## config.mk

```make
export PLATFORM = sky130hd
export DESIGN_NAME = fetch_stage
export DESIGN_NICKNAME = d
export VERILOG_FILES = /design/src/rtl/fetch_stage_pkg.sv /design/src/rtl/fetch_stage_if_id_reg.sv /design/src/rtl/fetch_stage.sv
export SDC_FILE = /design/constraint.sdc
export NUM_CORES = 1
export LEC_CHECK = 0
export BUFFER_PORTS_ARGS = -buffer_cell sky130_fd_sc_hd__buf_2
export CAP_MARGIN = 5
export CORE_ASPECT_RATIO = 2
export CORE_MARGIN = 2
export CORE_UTILIZATION = 50
export DETAILED_ROUTE_END_ITERATION = 16
export GPL_ROUTABILITY_DRIVEN = 1
export PLACE_DENSITY = 0.79
export SETUP_SLACK_MARGIN = 0.5
export SYNTH_ARGS = -nofsm -noshare
export SYNTH_HDL_FRONTEND = slang
export SYNTH_SLANG_ARGS = --single-unit
```

## constraint.sdc

```tcl
create_clock -name clk -period 3.3 [get_ports clk]
set_clock_uncertainty 0.2 [all_clocks]
set_input_delay 0.165 -clock clk [delete_from_list [all_inputs] [get_ports clk]]
set_output_delay 0.165 -clock clk [all_outputs]
set_load 0.02 [all_outputs]
```

## src/rtl/fetch_stage_pkg.sv

```systemverilog
// Shared definitions for the 16-bit CPU front end: widths, opcodes, bubble word
// and the fetch-stage FSM encoding.
package fetch_stage_pkg;

  localparam int WIDTH = 16;

  localparam logic [WIDTH-1:0] NOP_INSTR = 16'h0000;  // ADD R0,R0,R0

  localparam logic [3:0] OP_ADD  = 4'h0;
  localparam logic [3:0] OP_SUB  = 4'h1;
  localparam logic [3:0] OP_AND  = 4'h2;
  localparam logic [3:0] OP_OR   = 4'h3;
  localparam logic [3:0] OP_LD   = 4'h8;
  localparam logic [3:0] OP_ST   = 4'h9;
  localparam logic [3:0] OP_BR   = 4'hA;
  localparam logic [3:0] OP_JAL  = 4'hB;
  localparam logic [3:0] OP_JR   = 4'hC;
  localparam logic [3:0] OP_EXEC = 4'hE;

  typedef enum logic {
    RUN      = 1'b0,
    EXEC_ONE = 1'b1
  } state_t;

  function automatic logic [3:0] opcode_of(input logic [WIDTH-1:0] instr);
    return instr[WIDTH-1:WIDTH-4];
  endfunction

endpackage

```

## src/rtl/fetch_stage_if_id_reg.sv

```systemverilog
// IF/ID pipeline register: {instruction, link value, valid} with bubble/load/hold.
// bubble wins over load; with neither asserted the contents hold.
module fetch_stage_if_id_reg #(
  parameter int               WIDTH     = fetch_stage_pkg::WIDTH,
  parameter logic [WIDTH-1:0] NOP_INSTR = fetch_stage_pkg::NOP_INSTR
) (
  input  logic             clk,
  input  logic             rst,
  input  logic             bubble,
  input  logic             load,
  input  logic [WIDTH-1:0] instr_d,
  input  logic [WIDTH-1:0] pc_plus1_d,
  output logic [WIDTH-1:0] instr_q,
  output logic [WIDTH-1:0] pc_plus1_q,
  output logic             valid_q
);

  always_ff @(posedge clk or posedge rst) begin
    if (rst) begin
      instr_q    <= NOP_INSTR;
      pc_plus1_q <= '0;
      valid_q    <= 1'b0;
    end else if (bubble) begin
      instr_q    <= NOP_INSTR;
      pc_plus1_q <= '0;
      valid_q    <= 1'b0;
    end else if (load) begin
      instr_q    <= instr_d;
      pc_plus1_q <= pc_plus1_d;
      valid_q    <= 1'b1;
    end
  end

endmodule

```

## src/rtl/fetch_stage.sv

```systemverilog
// Instruction-fetch stage: PC, EXEC detour FSM and the IF/ID register.
// Per-edge priority: redirect, exec, stall, normal fetch.
module fetch_stage #(
  parameter int               WIDTH     = fetch_stage_pkg::WIDTH,
  parameter logic [WIDTH-1:0] RESET_PC  = '0,
  parameter logic [WIDTH-1:0] NOP_INSTR = fetch_stage_pkg::NOP_INSTR
) (
  input  logic                    clk,
  input  logic                    rst,
  input  logic                    stall,
  input  logic                    flush,
  input  logic                    redirect_valid,
  input  logic [WIDTH-1:0]        redirect_pc,
  input  logic                    exec_valid,
  input  logic [WIDTH-1:0]        exec_pc,
  input  logic [WIDTH-1:0]        exec_ret,
  output logic [WIDTH-1:0]        imem_addr,
  input  logic [WIDTH-1:0]        imem_rdata,
  output logic [WIDTH-1:0]        if_instr,
  output logic [WIDTH-1:0]        if_pc_plus1,
  output logic                    if_valid,
  output logic [WIDTH-1:0]        pc_out,
  output fetch_stage_pkg::state_t state_dbg
);

  import fetch_stage_pkg::state_t;
  import fetch_stage_pkg::RUN;
  import fetch_stage_pkg::EXEC_ONE;

  localparam logic [WIDTH-1:0] PC_STEP = {{(WIDTH-1){1'b0}}, 1'b1};

  state_t           state, state_nxt;
  logic [WIDTH-1:0] pc, pc_nxt;
  logic [WIDTH-1:0] tgt_reg, tgt_nxt;
  logic [WIDTH-1:0] ret_reg, ret_nxt;
  logic [WIDTH-1:0] link_val;
  logic             ifid_bubble, ifid_load;

  always_ff @(posedge clk or posedge rst) begin
    if (rst) begin
      state   <= RUN;
      pc      <= RESET_PC;
      tgt_reg <= '0;
      ret_reg <= '0;
    end else begin
      state   <= state_nxt;
      pc      <= pc_nxt;
      tgt_reg <= tgt_nxt;
      ret_reg <= ret_nxt;
    end
  end

  // In EXEC_ONE the detour instruction links to, and resumes at, the saved return address.
  assign link_val = (state == EXEC_ONE) ? ret_reg : pc + PC_STEP;

  always_comb begin
    state_nxt   = state;
    pc_nxt      = pc;
    tgt_nxt     = tgt_reg;
    ret_nxt     = ret_reg;
    ifid_bubble = 1'b0;
    ifid_load   = 1'b0;
    if (redirect_valid) begin
      pc_nxt      = redirect_pc;
      state_nxt   = RUN;
      ifid_bubble = 1'b1;
    end else if (exec_valid) begin
      tgt_nxt     = exec_pc;
      ret_nxt     = exec_ret;
      state_nxt   = EXEC_ONE;
      ifid_bubble = 1'b1;
    end else if (stall) begin
      ifid_bubble = flush;
    end else begin
      pc_nxt      = link_val;
      state_nxt   = RUN;
      ifid_bubble = flush;
      ifid_load   = ~flush;
    end
  end

  assign imem_addr = (state == EXEC_ONE) ? tgt_reg : pc;
  assign pc_out    = pc;
  assign state_dbg = state;

  fetch_stage_if_id_reg #(
    .WIDTH     (WIDTH),
    .NOP_INSTR (NOP_INSTR)
  ) u_if_id (
    .clk        (clk),
    .rst        (rst),
    .bubble     (ifid_bubble),
    .load       (ifid_load),
    .instr_d    (imem_rdata),
    .pc_plus1_d (link_val),
    .instr_q    (if_instr),
    .pc_plus1_q (if_pc_plus1),
    .valid_q    (if_valid)
  );

endmodule

```

## Yosys cells after proc, flatten, opt, wreduce, memory -nomap -nowiden

Cells that the tools add are included.

- Word-level logic and storage cells: 35
- Bits in registers: 82
- Input bits: 70
- Output and inout bits: 66

- Muxes and demuxes: 19
- Equality and inequality tests: 3
- $add $sub $neg: 1
- Bitwise operators: 2
- Reductions and logical operators: 3

Operators by type and width:

| operator | count |
|---|---|
| 2-to-1 mux 16 bit | 9 |
| adder 16 x 1 -> 16 bit (second input constant) | 1 |
| 2-to-1 mux 1 bit | 10 |
| AND reduction 2 bit | 2 |
| inequality test 3 x 1 -> 1 bit (second input constant) | 1 |
| inequality test 2 x 1 -> 1 bit (second input constant) | 1 |
| inequality test 2 bit (second input constant) | 1 |
| inverter 1 bit | 2 |
| nonzero test 2 bit | 1 |

## Logic depth before layout (Yosys ltp)

Gate-level depths: netlist (run 1).

- Depth after elaboration: 6
- Mapped depth: 6
- Gate-level depth less buffers: 5

## Cells and area by module

From an unflattened synthesis (run 1), not the netlist that was laid out.

- Cell total of the unflattened synthesis: 390
- Area total of the unflattened synthesis: 4200.3 um^2

Modules (own cells, without submodules):

| module | area an instance (um^2) | sequential area each (um^2) | instances | cells an instance |
|---|---|---|---|---|
| fetch_stage | 2832.7 | 1226.2 | 1 | 282 |
| fetch_stage_if_id_reg | 1367.6 | 825.8 | 1 | 108 |

## Worst setup path after synthesis (run 1)

Ideal clock, no wire load.

- Path type: flip-flop to flip-flop
- Start: reg pc[0], in the netlist pc_out[0]
- End: reg pc[14], in the netlist pc_out[14]
- Slack: 1336 ps
- Library setup time: 128 ps
- Stages on the path, launching flop included: 6
- Period minus slack after synthesis: 1964 ps
- Required time: 2972 ps
- Data arrival time: 1636 ps
- Buffers on the path: 0
- Cell sequence: dfrtp_1 > ha_1 > nand3_2 > nor4_2 > mux2i_1 > a21oi_1

- Longest elaborated chain between the ends: 5

RTL lines:

| element | RTL line | source |
|---|---|---|
| from (decl) | fetch_stage.sv:33 | `logic [WIDTH-1:0] pc, pc_nxt;` |
| from (signal assigned) | fetch_stage.sv:47 | `pc <= pc_nxt;` |
| adder 16 x 1 -> 16 bit | fetch_stage.sv:54 | `assign link_val = (state == EXEC_ONE) ? ret_reg : pc + PC_STEP;` |
| 2-to-1 mux 16 bit | fetch_stage.sv:54 |  |
| 2-to-1 mux 16 bit | fetch_stage.sv:72 | `end else if (stall) begin` |
| 2-to-1 mux 16 bit | fetch_stage.sv:67 | `end else if (exec_valid) begin` |
| 2-to-1 mux 16 bit | fetch_stage.sv:63 | `if (redirect_valid) begin` |

No other way between the ends. The select of a mux whose other input is x is not followed.
A chain may end at the register's enable or synchronous reset.

## Worst setup path in the final report (run 1)

- Start: reg state, in the netlist state_dbg
- End: out imem_addr[14]

- Longest elaborated chain between the ends: 1

RTL lines:

| element | RTL line | source |
|---|---|---|
| from (decl) | fetch_stage.sv:32 | `state_t state, state_nxt;` |
| from (signal assigned) | fetch_stage.sv:46 | `state <= state_nxt;` |
| 2-to-1 mux 16 bit | fetch_stage.sv:82 | `assign imem_addr = (state == EXEC_ONE) ? tgt_reg : pc;` |
| to (decl) | fetch_stage.sv:17 | `output logic [WIDTH-1:0] imem_addr,` |

No other way between the ends.

==> results of run 1 <==
## cell usage in the layout (no fill, tap or decap), types with 3 or more instances in the layout
cell type        n
nand3_1          6
nor2b_1          8
dlygate4sd3_1   68
a221o_1          4
nor3_1           5
dfrtp_1         81
o21ai_0         23
o21ai_1          3
xnor2_1          5
mux2_2          44
buf_2          135
nor4_1           4
o31a_1           5
nor2_1          11
clkbuf_16        9
a22o_1          20
nand2_1         29
nor3b_1          9
buf_4            6
mux2i_1         10
nand4_1          4
o31ai_1          4
a32oi_1          3
nand2b_1         6
a21oi_1         17
## per-stage QoR
step	std cells	area [sq um]	hold WS (ns)	setup slack (ns)	util, %
finish	653	5780	0.0268	0.777	73.2
floorplan	361	4040	0.0428	0.827	-
detailed placement	569	4770	0.159	1.08	60.5
CTS	653	5780	0.00600	0.756	73.2
global route	653	5780	0.0441	0.608	73.2
global placement	569	4770	0.140	1.13	60.5
## per-layer routing
layer,track usage (%),vias to the layer above,share of wire [%]
li1,-,1710,-
met4,15.7,0,4.6
met2,47.9,147,53
met5,0,-,0
met1,31.4,1781,38
met3,4.61,36,5.0
## cell usage after synthesis (all sizes together) (7+ instances only)
cell type	count	share of area [%]
dfrtp	82	51
mux2	44	12
nand2	29	2.7
o21ai	27	3.4
a22o	20	4.3
a21oi	17	2.1
buf	17	2.0
clkbuf	12	1.1
nor2	11	1.0
mux2i	10	2.5
nor2b	9	1.4
nor3b	9	1.7
nand3	7	0.99
nor4	7	1.8
## report_power, final
| part | switching (uW) | internal (uW) |
|---|---|---|
| clock | 407 | 684 |
| sequential | 105 | 1090 |
| combinational | 270 | 266 |
## kinds of logic (layout without fill, tap and decap cells)
family,after synthesis,in the layout
AOI/OAI and AO/OA,87,87
xor gates and xnor gates,6,6
adders and majority gates,1,1
buffers and inverters,32,228
DFF,82,82
muxes,54,54
and+or+nand+nor,99,99
## final timing paths
check	to	start	slack [ns]
worst max-delay path	imem_addr[14]	state_dbg$_DFFE_PP0P_	0.78
worst min-delay path	state_dbg$_DFFE_PP0P_	stall	0.03
worst max register to register	pc_out[15]$_DFFE_PP0P_	pc_out[4]$_DFFE_PP0P_	1.04
worst min register to register	u_if_id.pc_plus1_q[7]$_DFFE_PP0P_	u_if_id.pc_plus1_q[7]$_DFFE_PP0P_	0.28
max in group asynchronous	pc_out[11]$_DFFE_PP0P_	rst	1.82
min in group asynchronous	pc_out[3]$_DFFE_PP0P_	rst	0.31
## timing repair
action	in CTS	in global routing
hold endpoints to repair	112	0
hold buffers	68	0
buffers inserted	0	0
setup endpoints to repair	0	0
## worst max-delay path, stage by stage (launching register included)
cell and delay (ns):
dfrtp_2 1.00, inv_1 0.35, nand2_1 0.23, nand2_1 0.06, buf_2 0.16
## cell type report
type,instances,area (sq um),share of cell area (%)
Sequential cell,82,2050,35.6
Multi-Input combinational cell,247,1860,32.2
Timing Repair Buffer,209,1400,24.3
Clock buffer,10,239,4.14
Tap cell,96,120,2.08
Clock inverter,6,88.8,1.54
Inverter,3,12.5,0.217
==> impl_metrics.yaml, run 1 <==
worst_hold_path:
  hold_depth: 3
  hold_path_class: "primary input to flip-flop"
finish:
  drive_gt1_share_pct: 38.4
  layout.nets: 623
  diodes: 0
  area_growth_pct: 43.1
  fillCellCount: 539
placement:
  hpwl_um: 7670
  gp_congestion: 0.863
  place.port_buffers: 135
clock_tree:
  cts_tree: "done"
  clockRootBuffer: "clkbuf_16"
  clkSlewWorstSetupHoldPaths_ns: 0.06
  cts_resized: 0
  insertion_delay_ns: 0.34
  clkSinkCount: 82
  cts_made_buffers: 9
  cts-htree-levels: 3
  cts_buffer_depth: 2
timing:
  tns_ns: 0
  period_needed_ns: 2.52
  finalCritPeriodShare_pct: 76.5
  finalSetupViolations: 0
  slew_violations: 0
  finalHoldViolCount: 0
  fmax_mhz: 396
  worst_pin_slew_ns: 0.974
  grt_setup_unrepaired: "false"
  max_slew_margin_pct: 35.1
floorplan:
  rows: 46
  ios: 136
  die_y_um: 131
  core-area_sq_mm: 0.00789
  initial_utilization_pct: 51.2
  die_width_um: 67.5
  dieArea_sq_mm: 0.00885
synth:
  yosys_warnings: 0
  ys.flop_type: "dfrtp_1"
  yosys.cell_types.count: 48
  synth_compound_area_share_pct: 14.8
  synth_xor_area_share_pct: 1.30
  synth.net_count: 432
  synthArstFlopShare_pct: 100
  synth_top_family_by_area: "compound AO/OA/AOI/OAI gates"
  ys_ff_latch: 82
  synthSimpleGateAreaFrac_pct: 14.5
  syn_avg_cell_area_sq_um: 11.2
  syn_area_sq_mm: 0.00404
  synth_fa_ha_area_share_pct: 0.310
  ys_seq_area_share_pct: 50.8
  synthMuxAreaShare_pct: 14.8
  synth-edff-count: 0
  syn_inst: 361
power:
  p_leak_uw: 0.00269
  ir_drop_mv: 0.426
  p_per_area_mw_per_mm2: 490
  power_uw: 2830
setup_path:
  cp_max_fo: 53
  critPathArrivalTime_ns: 2.16
  worstPathRequired_ns: 2.93
  crit_type: "flip-flop to output port"
  worstRegToRegCells: 4
  crit_path_end_kind: "output port"
  worstSetupStartpointType: "flip-flop"
global_route:
  grt_pass1_wl_um: 18100
  grtUsageTotal_pct: 27.7
  antenna_found_initial: 0
  grt_max_degree: 54
  grt_pass1_vias: 3731
  grt_overflow: 0
flow_run:
  max-cap-violations: 0
detailed_routing:
  first_iter_violations: 241
  drc: 0
  wire_per_inst_um: 18.0
  drtAntennaViolNets: 0
  vias_per_cell: 5.63
  vias: 3674
  wirelength_um: 11700
  drt_first_pass_iters: 4
status:
  outcome: "finished clean"
Note: power is estimated with default switching activity, not from simulation.
==> inputs of run 2 (changes only) <==
--- a/config.mk
+++ b/config.mk
@@ -5,14 +5,15 @@
 export SDC_FILE = /design/constraint.sdc
 export NUM_CORES = 1
 export LEC_CHECK = 0
+export ABC_AREA = 1
 export BUFFER_PORTS_ARGS = -buffer_cell sky130_fd_sc_hd__buf_2
 export CAP_MARGIN = 5
 export CORE_ASPECT_RATIO = 2
 export CORE_MARGIN = 2
-export CORE_UTILIZATION = 50
+export CORE_UTILIZATION = 45
 export DETAILED_ROUTE_END_ITERATION = 16
 export GPL_ROUTABILITY_DRIVEN = 1
-export PLACE_DENSITY = 0.79
+export PLACE_DENSITY = 0.76
 export SETUP_SLACK_MARGIN = 0.5
 export SYNTH_ARGS = -nofsm -noshare
 export SYNTH_HDL_FRONTEND = slang
==> constraint.sdc (replaced) <==
create_clock -name clk -period 2.19 [get_ports clk]
set_clock_uncertainty 0.2 [all_clocks]
set_input_delay 0.1095 -clock clk [delete_from_list [all_inputs] [get_ports clk]]
set_output_delay 0.1095 -clock clk [all_outputs]
set_load 0.02 [all_outputs]
==> run 2 against run 1 <==
Against the previous run: clock power is 47% higher; utilization fell by 1.6 points; largest power group unchanged; largest cell class unchanged; count of clock-buffer cells in the layout increased by 3; synthesized cell count rose by 16%; combinational power up 78%.
==> impl_metrics.yaml, run 2 <==
floorplan:
  dieArea_sq_mm: 0.00958
  rows: 48
  die_width_um: 70.2
  core-area_sq_mm: 0.00859
  initial_utilization_pct: 45.9
  die_y_um: 136
  ios: 136
timing:
  whs_ns: 0.0273
  period_needed_ns: 1.80
  finalCritPeriodShare_pct: 82.1
  max_slew_margin_pct: 66.8
  slew_violations: 0
  fmax_mhz: 556
  grt_setup_unrepaired: "true"
  worst_pin_slew_ns: 0.497
  tns_ns: 0
  finalHoldViolCount: 0
  finalSetupViolations: 0
setup_path:
  cp_num_buf_inv: 0
  crit_type: "flip-flop to flip-flop"
  critPathArrivalTime_ns: 1.82
  path_cells: "ha_2 -> nand2_2 -> nor2_4 -> nand3_2 -> o21bai_1 -> nand2_1 -> nand2_1 -> nand2_1"
  r2r-start: "pc_out[1]$_DFFE_PP0P_"
  crit_path_end_kind: "flip-flop"
  cp_common_cell: "nand2_1"
  startpoint: "pc_out[1]$_DFFE_PP0P_"
  worstPathRequired_ns: 2.22
  critPathMaxStageDelay_ns: 0.42
  worstSetupStartpointType: "flip-flop"
  critPathTopFamily: "simple AND/OR/NAND/NOR gates"
  crit_slowest_cell: "dfrtp_1"
  cp_max_fo: 5
global_route:
  grt_pass1_wl_um: 18200
  grtUsageTotal_pct: 24.3
  grt_overflow: 0
  grt_max_degree: 83
  grt_pass1_vias: 3843
  antenna_found_initial: 0
finish:
  area_growth_pct: 55.9
  drive_gt1_share_pct: 40.9
  final_cell_mix: "nand2_1 (128), buf_2 (121), dfrtp_1 (78)"
  diodes: 0
  layout.nets: 712
  mostFrequentLayoutCell: "nand2_1"
worst_hold_path:
  min-delay-start: "exec_valid"
  hold_path_class: "primary input to flip-flop"
detailed_routing:
  wirelength_um: 13000
  drtAntennaViolNets: 0
  detail_route.wirelength.met1_um: 4670
  first_iter_violations: 284
  vias: 4083
  met3WireLength_um: 811
  top_layer_used: "met4"
  drt_first_pass_iters: 5
  wire_per_inst_um: 17.4
  drc: 0
  wl_met2_um: 6800
  vias_per_cell: 5.47
synth:
  syn_inst: 420
  ys.flop_type: "dfrtp_1"
  synth_area_leader_cell: "dfrtp_1"
  yosys.cell_types.count: 33
  yosys_warnings: 0
  ys_ff_latch: 82
  synth_fa_ha_area_share_pct: 0.317
  synth_compound_area_share_pct: 10.1
  synthMuxAreaShare_pct: 8.85
  synth_top_cells_by_count: "nand2_1 (143), dfrtp_1 (82), mux2_2 (31), inv_1 (23), nand3_1 (23)"
  synth_top_area_share_pct: 52.0
  syn_area_sq_mm: 0.00395
  synth_most_common_cell: "nand2_1"
  synthArstFlopShare_pct: 100
  synth_xor_area_share_pct: 0
  synthSimpleGateAreaFrac_pct: 22.1
  synth_top_family_by_area: "simple AND/OR/NAND/NOR gates"
  synthTopCellsByArea: "dfrtp_1 (52%), nand2_1 (14%), mux2_2 (8.8%), a22o_1 (3.6%), nand3_1 (2.9%)"
  syn_avg_cell_area_sq_um: 9.39
  synth.net_count: 491
  ys_seq_area_share_pct: 52.0
  synth-edff-count: 0
power:
  p_per_area_mw_per_mm2: 703
  p_leak_uw: 0.00318
  ir_drop_mv: 0.497
placement:
  place.port_buffers: 135
  hpwl_um: 7520
  gp_congestion: 0.898
clock_tree:
  clkSlewWorstSetupHoldPaths_ns: 0.06
  cts_made_buffers: 9
  clkSinkCount: 82
  cts_tree: "done"
  insertion_delay_ns: 0.34
  cts_buffer_depth: 2
  cts-htree-levels: 3
  clockRootBuffer: "clkbuf_16"
status:
  outcome: "finished clean"
flow_run:
  max-cap-violations: 0
-- run 2: changes by cell type after synthesis, sizes merged, moves of 10 or more --
cell    change
nand3      +17
a22oi      +14
clkbuf     -10
mux2       -13
a21oi      -14
nand2     +121
mux2i      -10
o21ai      -14
inv        +25
-- run 2: worst min-delay path, cell delays in order --
cell      delay (ns)
buf_2           0.16
o21ai_4         0.08
o221ai_1        0.17
-- run 2: report_power, final --
group	switching, uW	total [uW]	internal (uW)
Sequential	122	1770	1650
Clock	590	1600	1010
Combinational	501	954	453
-- run 2: logic make-up after synthesis --
family,after synthesis
and+or+nand+nor,202
muxes,31
buffers and inverters,49
DFF,82
AOI/OAI and AO/OA,55
adders and majority gates,1
-- run 2: repair_timing --
| item | in CTS | in global routing |
|---|---|---|
| buffers inserted | 3 | 13 |
| hold buffers | 69 | 0 |
| endpoints found under the hold margin | 151 | 0 |
| gates cloned | 0 | 5 |
| resized for setup | 6 | 74 |
| setup endpoints to repair | 19 | 40 |
| pin swaps | 1 | 16 |
-- run 2: per-layer routing --
layer / vias up / global-route usage [%]
met4: 0 / 12.3
met2: 259 / 43.0
li1: 1837 / -
met1: 1919 / 27.4
met5: - / 0
met3: 68 / 5.04
-- run 2: worst paths after layout --
check / end / cells past startpoint / slack (ns)
worst max-delay path: u_if_id.pc_plus1_q[14]$_DFFE_PP0P_ / 8 / 0.39
max in group asynchronous: state_dbg$_DFFE_PP0P_ / 4 / 1.20
worst min register to register: u_if_id.pc_plus1_q[12]$_DFFE_PP0P_ / 2 / 0.28
worst max register to register: u_if_id.pc_plus1_q[14]$_DFFE_PP0P_ / 8 / 0.39
min in group asynchronous: u_if_id.instr_q[8]$_DFFE_PP0P_ / 4 / 0.25
worst min-delay path: pc_out[0]$_DFFE_PP0P_ / 3 / 0.03
-- run 2: stage by stage --
stage	worst slack [ns]	util [%]	instance area, sq um	power [uW]	instances
2_1_floorplan	0.519	-	3950	2210	420
3_3_place_gp	0.547	54.1	4650	2430	640
3_5_place_dp	0.478	54.1	4650	2460	640
4_1_cts	0.457	66.6	5720	4160	728
5_1_grt	0.279	71.6	6150	4480	746
6_report	0.392	71.6	6150	4320	746
-- run 2: final cells by class --
class / count / area, sq um
clock buffer: 13 / 280
clock inverter: 3 / 45.0
fill: 584 / 2440
inverter: 30 / 124
multi-input combinational: 289 / 1760
sequential: 82 / 2060
tap: 100 / 125
timing repair buffer: 229 / 1760
